--- src/rtl/matmul_controller.sv ---
// matmul_controller: sequencer for an N x N matrix multiply C = A x B.
// Reads A/B element pairs through each memory's read port, multiply-accumulates
// them, writes each finished C element row-major through C's write port.
//
// Ports:
//   clk, rst        rising-edge clock, async active-low reset
//   start           request a multiply (sampled only in IDLE)
//   busy, done      busy in FETCH/MAC/WRITE; done pulses once per run
//   ovf             sticky: some C element did not fit in SIZE bits
//   a_read/a_addr   A read strobe/address (i*N+k), data returns next cycle on a_data
//   b_read/b_addr   B read strobe/address (k*N+j), data returns next cycle on b_data
//   c_write/c_addr/c_data  C write port (i*N+j, acc[SIZE-1:0])
module matmul_controller #(
  parameter int N     = 2,
  parameter int SIZE  = 8,
  parameter int ACC_W = 18
) (
  input  logic            clk,
  input  logic            rst,
  input  logic            start,
  output logic            busy,
  output logic            done,
  output logic            ovf,
  output logic            a_read,
  output logic [5:0]      a_addr,
  input  logic [SIZE-1:0] a_data,
  output logic            b_read,
  output logic [5:0]      b_addr,
  input  logic [SIZE-1:0] b_data,
  output logic            c_write,
  output logic [5:0]      c_addr,
  output logic [SIZE-1:0] c_data
);
  localparam int CW = $clog2(N) + 1;

  typedef enum logic [2:0] {IDLE, FETCH, MAC, WRITE, DONE} state_t;

  state_t              state;
  logic [CW-1:0]       i, j, k;
  logic [CW-1:0]       ni, nj;
  logic                last_j, last_elem;
  logic [2*SIZE-1:0]   prod;
  logic [ACC_W-1:0]    acc, acc_sum;

  function automatic logic [5:0] addr(input logic [CW-1:0] r, input logic [CW-1:0] c);
    return 6'(r * N + c);
  endfunction

  // Full-width unsigned product, zero-extended into the accumulator.
  assign prod    = {{SIZE{1'b0}}, a_data} * {{SIZE{1'b0}}, b_data};
  assign acc_sum = acc + {{(ACC_W-2*SIZE){1'b0}}, prod};

  always_comb begin
    last_j    = (j == CW'(N-1));
    ni        = last_j ? i + 1'b1 : i;
    nj        = last_j ? '0 : j + 1'b1;
    last_elem = last_j && (i == CW'(N-1));
  end

  // Outputs are registered: each transition loads the values the next state presents.
  always_ff @(posedge clk or negedge rst) begin
    if (!rst) begin
      state   <= IDLE;
      i       <= '0;
      j       <= '0;
      k       <= '0;
      acc     <= '0;
      busy    <= 1'b0;
      done    <= 1'b0;
      ovf     <= 1'b0;
      a_read  <= 1'b0;
      b_read  <= 1'b0;
      c_write <= 1'b0;
      a_addr  <= '0;
      b_addr  <= '0;
      c_addr  <= '0;
      c_data  <= '0;
    end else begin
      a_read  <= 1'b0;
      b_read  <= 1'b0;
      c_write <= 1'b0;
      done    <= 1'b0;
      case (state)
        IDLE: if (start) begin
          state  <= FETCH;
          i      <= '0;
          j      <= '0;
          k      <= '0;
          acc    <= '0;
          ovf    <= 1'b0;
          busy   <= 1'b1;
          a_read <= 1'b1;
          b_read <= 1'b1;
          a_addr <= '0;
          b_addr <= '0;
        end
        FETCH: state <= MAC;
        MAC: begin
          acc <= acc_sum;
          if (k == CW'(N-1)) begin
            state   <= WRITE;
            c_write <= 1'b1;
            c_addr  <= addr(i, j);
            c_data  <= acc_sum[SIZE-1:0];
          end else begin
            state  <= FETCH;
            k      <= k + 1'b1;
            a_read <= 1'b1;
            b_read <= 1'b1;
            a_addr <= addr(i, k + 1'b1);
            b_addr <= addr(k + 1'b1, j);
          end
        end
        WRITE: begin
          ovf <= ovf | ((acc >> SIZE) != '0);
          acc <= '0;
          k   <= '0;
          i   <= ni;
          j   <= nj;
          if (last_elem) begin
            state <= DONE;
            busy  <= 1'b0;
            done  <= 1'b1;
          end else begin
            state  <= FETCH;
            a_read <= 1'b1;
            b_read <= 1'b1;
            a_addr <= addr(ni, '0);
            b_addr <= addr('0, nj);
          end
        end
        DONE:    state <= IDLE;
        default: state <= IDLE;
      endcase
    end
  end
endmodule

--- config.mk ---
export PLATFORM = sky130hd
export DESIGN_NAME = matmul_controller
export DESIGN_NICKNAME = d
export VERILOG_FILES = /design/src/rtl/matmul_controller.sv
export SDC_FILE = /design/constraint.sdc
export NUM_CORES = 1
export LEC_CHECK = 0
export CORE_MARGIN = 5
export CORE_UTILIZATION = 53
export CTS_CLUSTER_DIAMETER = 100
export CTS_CLUSTER_SIZE = 16
export DETAILED_ROUTE_END_ITERATION = 16
export PLACE_DENSITY_LB_ADDON = 0.3
export RECOVER_POWER = 50
export REMOVE_ABC_BUFFERS = 1
export SYNTH_ARGS = -nofsm -noshare
export SYNTH_HDL_FRONTEND = slang
export SYNTH_SLANG_ARGS = --single-unit
--- constraint.sdc ---
create_clock -name clk -period 10.3 [get_ports clk]
set_input_delay 1.03 -clock clk [delete_from_list [all_inputs] [get_ports clk]]
set_output_delay 1.03 -clock clk [all_outputs]
set_load 0.02 [all_outputs]
==> out/qor.yml <==
outcome:
  failed_checks: "max-capacitance violations, max-slew violations"
  status: "complete, but fails checks"
setup_path:
  cp-endpoint: "acc[17]"
  required_ps: 10510
  endpoint_kind: "register"
  reg2reg_from: "acc[7]"
  cp_max_fo: 8
  r2r_cells: 14
  worstReg2RegEnd: "acc[17]"
  ff2ff_setup_slack_ps: 6000
  arrival_ps: 5660
  startpoint: "b_data[4]"
  worstSetupPathType: "in -> reg"
  cp-start-kind: "primary input"
clock_tree:
  clk_latency_ps: 310
  cts-root-buf: "clkbuf_8"
  cts_tree: "yes"
  cts.repair.resized: 0
  clockBufferDepth: 2
  path_clk_slew_ps: 90
  cts_num_sinks: 52
  cts_setup_buffers: 0
  cts_max_level: 2
  ctsHoldBuffers: 0
  numCtsBuffers: 5
sta:
  setup_viol: 0
  fin_crit_ps: 5450
  relSlewSlack_pct: -87.2
  tns_ps: 0
  period_share_pct: 52.9
  maxSlewViolCount: 70
  worstMarginPinSlew_ps: 2810
  clock_skew_ps: 6.62
  finalHoldViolCount: 0
  max_freq_mhz: 184
  rsz0062_at_grt: "no"
placement:
  placed_cell_area_um2: 5450
  gp_congestion: 0.863
  dp.cells: 668
  io_buffer_count: 44
  hpwl_mm: 8.10
cells_and_area:
  final_cells: 676
  nNetsFinal: 681
  n_antenna_cell: 0
  area_delta_synth_final_pct: 11.0
  drive_gt1_share_pct: 3.19
  stdcell_area_um2: 5520
logic_synthesis:
  synth_edf_count: 0
  synth_fa_ha_area_share_pct: 32.2
  synth_area_um2: 4980
  syn-instance-count: 527
  synth-simple-area-share_pct: 15.0
  synthXorXnorAreaFrac_pct: 2.29
  synthDistinctLibCells: 55
  synth.mux.area_fraction_pct: 2.26
  synth-seq-area-share_pct: 26.2
  synth-seq-cells: 52
  ys.flop_type: "dfrtp_1"
  syn_avg_cell_area_um2: 9.44
  ys_warn_count: 0
  async_flop_share_pct: 100
  synth_compound_area_share_pct: 11.7
  synth_top_family_by_area: "adder cells"
die:
  die_w_um: 107
  die_h_um: 107
  initial_utilization_pct: 54.1
  core_um2: 9200
  die-area_um2: 11400
  rows: 35
  ios: 51
pwr:
  p_leak_nw: 2.81
  powerDensity_nw_per_um2: 308
  vdd_drop_max_uv: 156
  power.total_w: 0.00170
routing:
  drt_pass1_iterations: 4
  dr_total_vias: 3621
  top_layer_used: "met4"
  vias_per_cell: 5.36
  wirelength_met1_mm: 4.79
  dr_wl_met2_mm: 4.87
  routed-wl-met3_um: 358
  drt-total-wl_mm: 10.1
  drc: 0
  drt_iter0_drc: 189
  final_antenna_net_count: 0
  wl_per_cell_um: 15.0
global_route:
  antenna_found_initial: 0
  grt.overflow.total: 0
  grt_max_degree: 53
  grt_pass1_wl_mm: 18.0
  grt_pass1_vias: 3839
  grt_util_all_layers_pct: 19.1
flow_run:
  drv_cap: 2
hold_path:
  hp-class: "reg -> reg"
  hold_path.startpoint: "c_data[4]"
[critical path, cell delays in order]
cell             delay [ps]
clkdlybuf4s50_1         550
and2_1                  260
fa_1                    530
inv_1                    50
fa_1                    470
fa_1                    520
fa_1                    570
inv_1                    50
ha_1                    370
a21oi_2                 170
nor2b_4                 200
a2111oi_4                90
o41ai_2                 310
xor2_1                  210
nand3_1                 100
o311ai_1                180
[cell usage in the layout, fill, tap and decap left out, drive strengths merged, types with 2 or more instances in the layout]
| master | instances |
|---|---|
| nand3 | 10 |
| nor4 | 3 |
| mux2 | 10 |
| and3 | 3 |
| conb | 6 |
| o22a | 2 |
| o31ai | 4 |
| a41oi | 2 |
| a31oi | 5 |
| xor2 | 7 |
| o21a | 2 |
| a21oi | 19 |
| a211oi | 2 |
| a21o | 2 |
| nor2 | 24 |
| xnor2 | 6 |
| fa | 50 |
| a22o | 7 |
| clkdlybuf4s50 | 42 |
| o21bai | 2 |
| o21ai | 24 |
| o311ai | 2 |
| o211ai | 3 |
| inv | 103 |
| clkbuf | 7 |
| and2 | 34 |
| nor2b | 6 |
| dfrtp | 52 |
| nand2 | 54 |
| nand2b | 6 |
| ha | 48 |
[Yosys cell counts (3+ instances only)]
cell	n	share of area (%)
a21oi_1	18	1.8
nor2b_1	4	0.50
xor2_1	7	1.2
buf_4	9	1.4
clkbuf_1	7	0.53
nand2_1	54	4.1
xnor2_1	6	1.1
nor4_1	3	0.38
o31ai_1	3	0.45
nor2_1	24	1.8
nand3_1	10	1.0
o21ai_0	7	0.70
o21ai_1	17	1.7
and2_1	34	4.3
ha_1	48	12
fa_1	50	20
a22o_1	7	1.2
and3_1	3	0.38
mux2_1	9	2.0
nand2b_1	6	0.75
a31oi_1	4	0.50
dfrtp_1	52	26
inv_1	101	7.6
[metal layers]
layer,up-vias,track usage (%)
met5,-,0
met4,0,3.11
met3,14,2.83
met2,94,32.1
met1,1756,26.9
li1,1757,-
[flip-flops by register name (all words and copies together) (netlist names)]
signal,cells
i,2
done,1
busy,1
a_addr,4
k,2
c_data,8
c_write,1
ovf,1
b_addr,4
acc,18
j,2
b_read,1
state,3
c_addr,4
[layout make-up]
class                           count  area (um2)
Clock buffer                        6        72.6
Inverter                          103         387
Clock inverter                      2        16.3
Tap cell                          111         139
Timing Repair Buffer               45         439
Fill cell                         778        3670
Sequential cell                    52        1300
Multi-Input combinational cell    357        3170
[per-stage QoR]
| step | utilization (%) | hold WS (ps) | setup WS (ps) |
|---|---|---|---|
| after floorplan | - | 456 | 5460 |
| after global placement | 59.3 | 469 | 4670 |
| after detailed placement | 59.3 | 473 | 4600 |
| after CTS | 60.3 | 498 | 4910 |
| after global routing | 60.0 | 528 | 4600 |
| final | 60.0 | 490 | 4850 |
[worst min-delay path by stage]
stage	cells past startpoint	slack [ps]	end
floorplan	2	460	acc[4]
global placement	2	470	b_addr[0]
detailed placement	2	470	b_addr[0]
CTS	2	500	c_data[4]
global route	2	530	c_data[4]
finish	2	490	c_data[4]
[where the power goes]
part,internal [W],switching (W)
Clock,0.0000485,0.0000701
Sequential,0.000285,0.0000694
Combinational,0.000518,0.000709
[cell families after synthesis]
| group | count (synthesis) |
|---|---|
| XOR/XNOR | 13 |
| multiplexers | 10 |
| AO/OA/AOI/OAI | 83 |
| AND/OR/NAND/NOR | 147 |
| flip-flops | 52 |
| adder cells (fa/ha/maj) | 98 |
| buffers and inverters | 123 |
| other | 1 |
Note: power is estimated with default switching activity, not from simulation.
